**config.mk**
```make
export PLATFORM = sky130hd
export DESIGN_NAME = dmem_arbiter
export DESIGN_NICKNAME = d
export VERILOG_FILES = /design/src/rtl/dmem_arbiter_pkg.sv /design/src/rtl/dmem_arbiter_rr_pick2.sv /design/src/rtl/dmem_arbiter.sv
export SDC_FILE = /design/constraint.sdc
export NUM_CORES = 1
export LEC_CHECK = 0
export CAP_MARGIN = 20
export CORE_AREA = 2 2 87 89
export DETAILED_ROUTE_END_ITERATION = 16
export DIE_AREA = 0 0 89 91
export PLACE_DENSITY = 0.7
export SLEW_MARGIN = 15
export SYNTH_ARGS = -nofsm -noshare
export SYNTH_HDL_FRONTEND = slang
export SYNTH_HIERARCHICAL = 1
export SYNTH_SLANG_ARGS = --single-unit
```
**constraint.sdc**
```tcl
create_clock -name clk -period 2.66 [get_ports clk]
set_input_delay 0.532 -clock clk [delete_from_list [all_inputs] [get_ports clk]]
set_output_delay 0.532 -clock clk [all_outputs]
set_load 0.05 [all_outputs]
```
**src/rtl/dmem_arbiter_pkg.sv**
```systemverilog
// Shared constants for the data-SRAM arbiter: default widths, port indices
// and the active-low strobe encoding of the SRAM macro.
package dmem_arbiter_pkg;

  localparam int ADDR_W_DEF = 7;
  localparam int DATA_W_DEF = 32;

  localparam int M0 = 0;
  localparam int M1 = 1;
  localparam int NUM_PORTS = 2;

  localparam logic STROBE_ON  = 1'b0;
  localparam logic STROBE_OFF = 1'b1;

endpackage

```
**src/rtl/dmem_arbiter_rr_pick2.sv**
```systemverilog
// Two-way priority picker: a lone requester always wins; on a conflict
// i_force_m1 or i_prio=1 selects m1, otherwise m0. Output is one-hot or zero.
module rr_pick2
  import dmem_arbiter_pkg::*;
(
  input  logic [NUM_PORTS-1:0] i_req,
  input  logic                 i_prio,
  input  logic                 i_force_m1,
  output logic [NUM_PORTS-1:0] o_gnt
);

  always_comb begin
    o_gnt = '0;
    case (i_req)
      2'b01:   o_gnt[M0] = 1'b1;
      2'b10:   o_gnt[M1] = 1'b1;
      2'b11: begin
        if (i_force_m1 || i_prio) o_gnt[M1] = 1'b1;
        else                      o_gnt[M0] = 1'b1;
      end
      default: o_gnt = '0;
    endcase
  end

endmodule

```
**src/rtl/dmem_arbiter.sv**
```systemverilog
// Shares one single-port data SRAM between the CPU port (m0) and a DMA port
// (m1): round-robin grant, bounded m1 burst lock, 1-cycle read return routing.
module dmem_arbiter
  import dmem_arbiter_pkg::*;
#(
  parameter int ADDR_W    = ADDR_W_DEF,
  parameter int DATA_W    = DATA_W_DEF,
  parameter int MAX_BURST = 4
) (
  input  logic              clk,
  input  logic              rst_n,
  input  logic              m0_req,
  input  logic              m0_we,
  input  logic [ADDR_W-1:0] m0_addr,
  input  logic [DATA_W-1:0] m0_wdata,
  input  logic              m1_req,
  input  logic              m1_we,
  input  logic [ADDR_W-1:0] m1_addr,
  input  logic [DATA_W-1:0] m1_wdata,
  input  logic              m1_lock,
  output logic              m0_gnt,
  output logic              m1_gnt,
  output logic              m0_rvalid,
  output logic              m1_rvalid,
  output logic [DATA_W-1:0] m0_rdata,
  output logic [DATA_W-1:0] m1_rdata,
  output logic              mem_cen,
  output logic              mem_wen,
  output logic              mem_oen,
  output logic [ADDR_W-1:0] mem_a,
  output logic [DATA_W-1:0] mem_d,
  input  logic [DATA_W-1:0] mem_q
);

  localparam int CW = (MAX_BURST > 1) ? $clog2(MAX_BURST) : 1;
  localparam logic [CW-1:0] CNT_LAST = CW'(MAX_BURST - 1);

  logic                 r_prio;
  logic                 r_owner_lock;
  logic [CW-1:0]        r_burst_cnt;
  logic [NUM_PORTS-1:0] r_rd_pend;

  logic [NUM_PORTS-1:0] w_req;
  logic [NUM_PORTS-1:0] w_gnt;
  logic                 w_force_m1;
  logic                 w_yield;
  logic                 w_prio_eff;
  logic                 w_we;
  logic                 w_prio_nxt;
  logic                 w_lock_nxt;
  logic [CW-1:0]        w_cnt_nxt;
  logic [NUM_PORTS-1:0] w_rd_pend_nxt;

  // Gating with rst_n keeps grants (and therefore strobes) off during reset.
  assign w_req      = {m1_req, m0_req} & {NUM_PORTS{rst_n}};
  assign w_force_m1 = r_owner_lock & (r_burst_cnt < CNT_LAST);
  assign w_yield    = r_owner_lock & (r_burst_cnt == CNT_LAST);
  assign w_prio_eff = r_prio & ~w_yield;

  rr_pick2 u_pick (
    .i_req      (w_req),
    .i_prio     (w_prio_eff),
    .i_force_m1 (w_force_m1),
    .o_gnt      (w_gnt)
  );

  assign m0_gnt  = w_gnt[M0];
  assign m1_gnt  = w_gnt[M1];
  assign mem_oen = STROBE_ON;

  always_comb begin
    mem_cen = STROBE_OFF;
    mem_a   = '0;
    mem_d   = '0;
    w_we    = 1'b0;
    if (w_gnt[M1]) begin
      mem_cen = STROBE_ON;
      mem_a   = m1_addr;
      mem_d   = m1_wdata;
      w_we    = m1_we;
    end else if (w_gnt[M0]) begin
      mem_cen = STROBE_ON;
      mem_a   = m0_addr;
      mem_d   = m0_wdata;
      w_we    = m0_we;
    end
    mem_wen = w_we ? STROBE_ON : STROBE_OFF;
  end

  always_comb begin
    w_prio_nxt = r_prio;
    if (w_gnt[M0])                        w_prio_nxt = 1'b1;
    else if (w_gnt[M1] && !r_owner_lock)  w_prio_nxt = 1'b0;

    w_lock_nxt = w_gnt[M1] & m1_lock;

    // Count only locked grants that actually made m0 wait; saturates at the
    // yield point so the forced m0 grant always follows.
    w_cnt_nxt = r_burst_cnt;
    if (w_gnt[M0] || !w_lock_nxt)                w_cnt_nxt = '0;
    else if (m0_req && r_burst_cnt != CNT_LAST)  w_cnt_nxt = r_burst_cnt + 1'b1;

    w_rd_pend_nxt = {w_gnt[M1] & ~m1_we, w_gnt[M0] & ~m0_we};
  end

  always_ff @(posedge clk or negedge rst_n) begin
    if (!rst_n) begin
      r_prio       <= 1'b0;
      r_owner_lock <= 1'b0;
      r_burst_cnt  <= '0;
      r_rd_pend    <= '0;
    end else begin
      r_prio       <= w_prio_nxt;
      r_owner_lock <= w_lock_nxt;
      r_burst_cnt  <= w_cnt_nxt;
      r_rd_pend    <= w_rd_pend_nxt;
    end
  end

  assign m0_rvalid = r_rd_pend[M0];
  assign m1_rvalid = r_rd_pend[M1];
  assign m0_rdata  = r_rd_pend[M0] ? mem_q : '0;
  assign m1_rdata  = r_rd_pend[M1] ? mem_q : '0;

endmodule

```
# Word-level counts from Yosys, hierarchy flattened
# Cells that the tools add are included.
# W data, S select, Z words.
[word_totals]
word_cells = 48
out_inout_bits = 110
reg_bits = 6
[op_classes]
eq_ne = 5
mux = 19
n_addsub = 1
bitwise = 10
magnitude_cmp = 1
reduce_logical = 8
[ops]
columns = ["op", "n"]
rows = [
  ["$mux W32", 4],
  ["$mux W7", 2],
  ["$mux W1", 9],
  ["$and A1 B1 Y1", 6],
  ["$eq A2 B2 Y1 const B", 3],
  ["$mux W2", 2],
  ["$pmux W1 S2", 2],
  ["$reduce_bool A2 Y1", 2],
  ["$not A1 Y1", 3],
  ["$add A2 B1 Y2 const B", 1],
  ["$and A2 B2 Y2", 1],
  ["$eq A2 B1 Y1 const B", 1],
  ["$logic_and A1 B1 Y1", 2],
  ["$logic_not A1 Y1", 2],
  ["$logic_or A1 B1 Y1", 2],
  ["$lt A2 B2 Y1 const B", 1],
  ["$ne A2 B2 Y1 const B", 1],
]

# Longest topological paths before layout
[logic_depth]
depth_word = 11
mapped_depth = 9

# Hierarchy
# Netlist, hierarchy kept.
[by_module_without_submodules]
columns = ["mod", "instances", "cells_each", "seq_area_each_um2", "area_each_um2"]
rows = [
  ["dmem_arbiter", 1, 150, 150.1, 1141.1],
  ["rr_pick2", 1, 4, 0.0, 22.5],
]

# Worst setup path after synthesis
# No wires, ideal clock.
[synth_timing]
kind = "register -> output"
from = "register r_burst_cnt[0]"
to = "output port mem_wen"
stages_incl_launch_ff = 9
required_ns = 2.128
arrival_time_ns = 2.953
slack_ns = -0.825
n_path_buf = 2
path_cell_list = "dfrtp_1 > ha_1 > a21boi_0 > nor2_1 > a21boi_1 > nor2b_4 > buf_6 > buf_6 > a22oi_1"
[synth_via]
word_cells_on_any_way = 14
[synth_rtl]
columns = ["element", "line", "source"]
rows = [
  ["from (decl)", "dmem_arbiter.sv:40", "logic [CW-1:0] r_burst_cnt;"],
  ["from (signal assigned)", "dmem_arbiter.sv:115", "r_burst_cnt <= w_cnt_nxt;"],
  ["$eq A2 B2 Y1", "dmem_arbiter.sv:57", "assign w_yield = r_owner_lock & (r_burst_cnt == CNT_LAST);"],
  ["$and A1 B1 Y1", "dmem_arbiter.sv:57", ""],
  ["$not A1 Y1", "dmem_arbiter.sv:58", "assign w_prio_eff = r_prio & ~w_yield;"],
  ["$and A1 B1 Y1", "dmem_arbiter.sv:58", ""],
  ["named net w_prio_eff", "dmem_arbiter.sv:47", "logic w_prio_eff;"],
  ["$logic_or A1 B1 Y1", "dmem_arbiter_rr_pick2.sv:18", "if (i_force_m1 || i_prio) o_gnt[M1] = 1'b1;"],
  ["$mux W1", "dmem_arbiter_rr_pick2.sv:18", ""],
  ["$pmux W1 S2", "dmem_arbiter_rr_pick2.sv:14", "case (i_req)"],
  ["named net m1_gnt", "dmem_arbiter.sv:22", "output logic m1_gnt,"],
  ["$mux W1", "dmem_arbiter.sv:76", "if (w_gnt[M1]) begin"],
  ["$mux W1", "dmem_arbiter.sv:87", "mem_wen = w_we ? STROBE_ON : STROBE_OFF;"],
  ["to (decl)", "dmem_arbiter.sv:28", "output logic mem_wen,"],
]
# The timed path passes the listed nets, and every way through them passes these cells.

# Worst setup path after layout
[layout_timing]
from = "register r_burst_cnt[0]"
to = "output port mem_d[31]"
[layout_via]
elab_chain_cells = 9
word_cells_on_any_way = 13
[layout_rtl]
columns = ["element", "line", "source"]
rows = [
  ["$eq A2 B2 Y1 (*)", "dmem_arbiter.sv:57", ""],
  ["$and A1 B1 Y1 (*)", "dmem_arbiter.sv:57", ""],
  ["$not A1 Y1 (*)", "dmem_arbiter.sv:58", ""],
  ["$and A1 B1 Y1 (*)", "dmem_arbiter.sv:58", ""],
  ["named net w_prio_eff", "dmem_arbiter.sv:47", ""],
  ["$logic_or A1 B1 Y1 (*)", "dmem_arbiter_rr_pick2.sv:18", ""],
  ["$mux W1", "dmem_arbiter_rr_pick2.sv:18", ""],
  ["$pmux W1 S2", "dmem_arbiter_rr_pick2.sv:14", ""],
  ["$mux W32", "dmem_arbiter.sv:81", "end else if (w_gnt[M0]) begin"],
  ["$mux W32 (*)", "dmem_arbiter.sv:76", ""],
  ["to (decl)", "dmem_arbiter.sv:31", "output logic [DATA_W-1:0] mem_d,"],
]
# Mark *: on every way through the listed nets, which the timed path passes. The rest lies on a longest branch.

==> metrics.txt <==
status=finished, final reports clean; Syn. warnings=6; Data required, critical path=2.13 ns; global-route usage over all layers=16.6%; clk sinks=6; worst slew pin tran=0.511 ns; Mapped Cells=154; ANT nets after route=0; Die X=89 microns; Longest Clk Path Bufs=2; total detailed-routing wirelength=7.47 mm; Period minus WS final=2.57 ns; clk root buf=clkbuf_8; post-synth top area share=36.0%; remaining global-route overflow=0; Diodes inserted=0; CTS Buf Count=3; Placer Congestion=0.839; Static Leakage=1.73 nW; final period utilization=96.6%; unrepaired setup endpoints after global routing=no; critical path class=reg -> out; I/O Buffers=225; final hold vios=0; commonest non-fill, non-tap cell in the layout=clkdlybuf4s50_1; syn avg cell area=7.56 sq um; Vias=2050; share of layout cells above drive strength 1=44.8%; class of the worst hold path=in -> async; Yosys cell types=24; largest cells by area after synthesis=and2_1 36%, a22o_1 28%, dfrtp_1 13%, buf_6 3.9%, buf_2 2.6%; Wirelength per Cell=15.5 microns; I/O pin total=227; Pins Over Slew Limit=0; Max-slew headroom=65.8%; Crit path arrival time=2.04 ns; most frequent cells in the layout=115 x clkdlybuf4s50_1, 87 x buf_4, 64 x and2_1, 33 x a22o_2, 24 x buf_6; Tot Pwr=1.02 mW; core footprint=7140 sq um; crit end category=output port; nets=502; Total Die Area=8100 sq um; row count=31; final setup fails=0; drt initial violations=32; area post-placement=3340 sq um; Finished Cell Area=3650 sq um; clk_lat worst skew=0.22 ns; Starting Density=16.3%; placed cells=468; Synth area leader=and2_1; Crit Path Max Fanout=23; Worst-path clk slew=0.04 ns; antenna violations before repair=0; first-pass detailed-route iteration total=4; clk_skew=0.00144 ns; Post-Syn Nets=272; Vias/cell=4.26; H-tree Lvls=1; FMAX=0.389 GHz; flops & latches, synth=6; fin cells=481; drt drc=0; Die H=91 microns; Synth Cell Area=1160 sq um; crit start category=flip-flop; area grow syn2layout=214%; largest net degree at the start of global routing=33; CTS tree=built; sequential cell area fraction in the yosys report=12.9%; max capacitance violation total=0; VDD IR-drop max=169 uV; global-route wire length before repair=10.6 mm; pwr/cell area=279 nW/um^2; vias in the first global route=2104
[layer usage]
metal  up-vias  global-route usage, %  share of wire, %  routed length, microns
li1        991                      -                 -                       -
met1       907                   16.2                34                    2510
met2       144                   33.8                54                    4010
met3         8                   4.00                11                     820
met4         0                   3.11               1.6                     120
met5         -                      0                 0                       0
[report_power, final]
group          switching, mW  internal [mW]  total (mW)  leakage (nW)
sequential           0.00272         0.0966      0.0993        0.0796
combinational          0.419          0.367       0.785          1.63
clock                 0.0380         0.0971       0.135        0.0216
total                  0.459          0.560        1.02          1.73
[final cells by class]
cell class | instances | area, sq um
fill | 683 | 3490
timing repair buffer | 241 | 2330
multi-input combinational | 131 | 998
sequential | 6 | 150
tap | 99 | 124
clock buffer | 3 | 41.3
inverter | 1 | 3.75
[worst max-delay path, stage by stage, from the launching register on]
cell and delay, ns:
dfrtp_1 0.39, ha_2 0.22, a21boi_2 0.16, nor2_1 0.09, a21boi_4 0.27, buf_4 0.18, buf_16 0.17, a22o_1 0.15
buf_4 0.19
[path summary, 6_finish.rpt]
kind | from | to | slack, ns | depth (start not counted)
hold reg to reg | r_prio | r_prio | 0.48 | 1
min in group clk | r_prio | r_prio | 0.48 | 1
hold / removal | rst_n | r_burst_cnt[0] | 0.39 | 2
setup / recovery | r_burst_cnt[0] | mem_d[31] | 0.09 | 8
max in group asynchronous | rst_n | r_rd_pend[0] | 2.15 | 2
setup reg to reg | r_burst_cnt[0] | r_burst_cnt[0] | 0.81 | 8
[flip-flops by register name, summed over array words and instances, names as in the netlist]
name,cells
r_prio,1
r_owner_lock,1
r_burst_cnt,2
r_rd_pend,2
[timing repair]
| action | 4_1_cts | 5_1_grt |
|---|---|---|
| buffers inserted | 6 | 1 |
| gates cloned | 2 | 2 |
| hold buffers | 0 | 0 |
| pin swaps | 2 | 2 |
| endpoints found under the hold margin | 0 | 0 |
| endpoints found under the setup margin | 41 | 28 |
| resized for setup | 39 | 11 |
[logic make-up after synthesis]
logic type                 count (synthesis)  share of synthesized area [%]
and+or+nand+nor                           82                           43.0
adders and majority gates                  1                           1.08
xor gates and xnor gates                   1                          0.753
DFF                                        6                           12.9
muxes                                      1                          0.860
buffers and inverters                     18                           9.35
other                                      1                          0.322
AOI/OAI and AO/OA                         44                           31.7
[stage by stage]
step           setup slack (ns)  TNS (ns)  hold slack, ns  utilization (%)
2_1_floorplan            -0.177    -0.433           0.236                -
3_3_place_gp             -0.423    -14.70           0.455             46.8
3_5_place_dp             -0.442    -15.73           0.472             46.8
4_1_cts                  0.0385         0           0.383             50.7
5_1_grt                 0.00624         0           0.411             51.1
6_report                 0.0897         0           0.391             51.1
[cells in the mapped netlist]
library cell / count
buf_4: 1
nor2b_4: 1
conb_1: 1
inv_1: 1
o21ai_0: 2
a21boi_0: 1
a22o_1: 37
a21boi_1: 1
ha_1: 1
dfrtp_1: 6
a22oi_1: 1
mux2i_1: 1
clkbuf_1: 6
a21o_1: 1
nor2b_1: 3
nand2b_1: 2
xor2_1: 1
nor3_1: 2
buf_6: 4
buf_2: 6
and2_1: 67
nand2_1: 5
o21ai_1: 1
nor2_1: 2
Note: power is estimated with default switching activity, not from simulation.
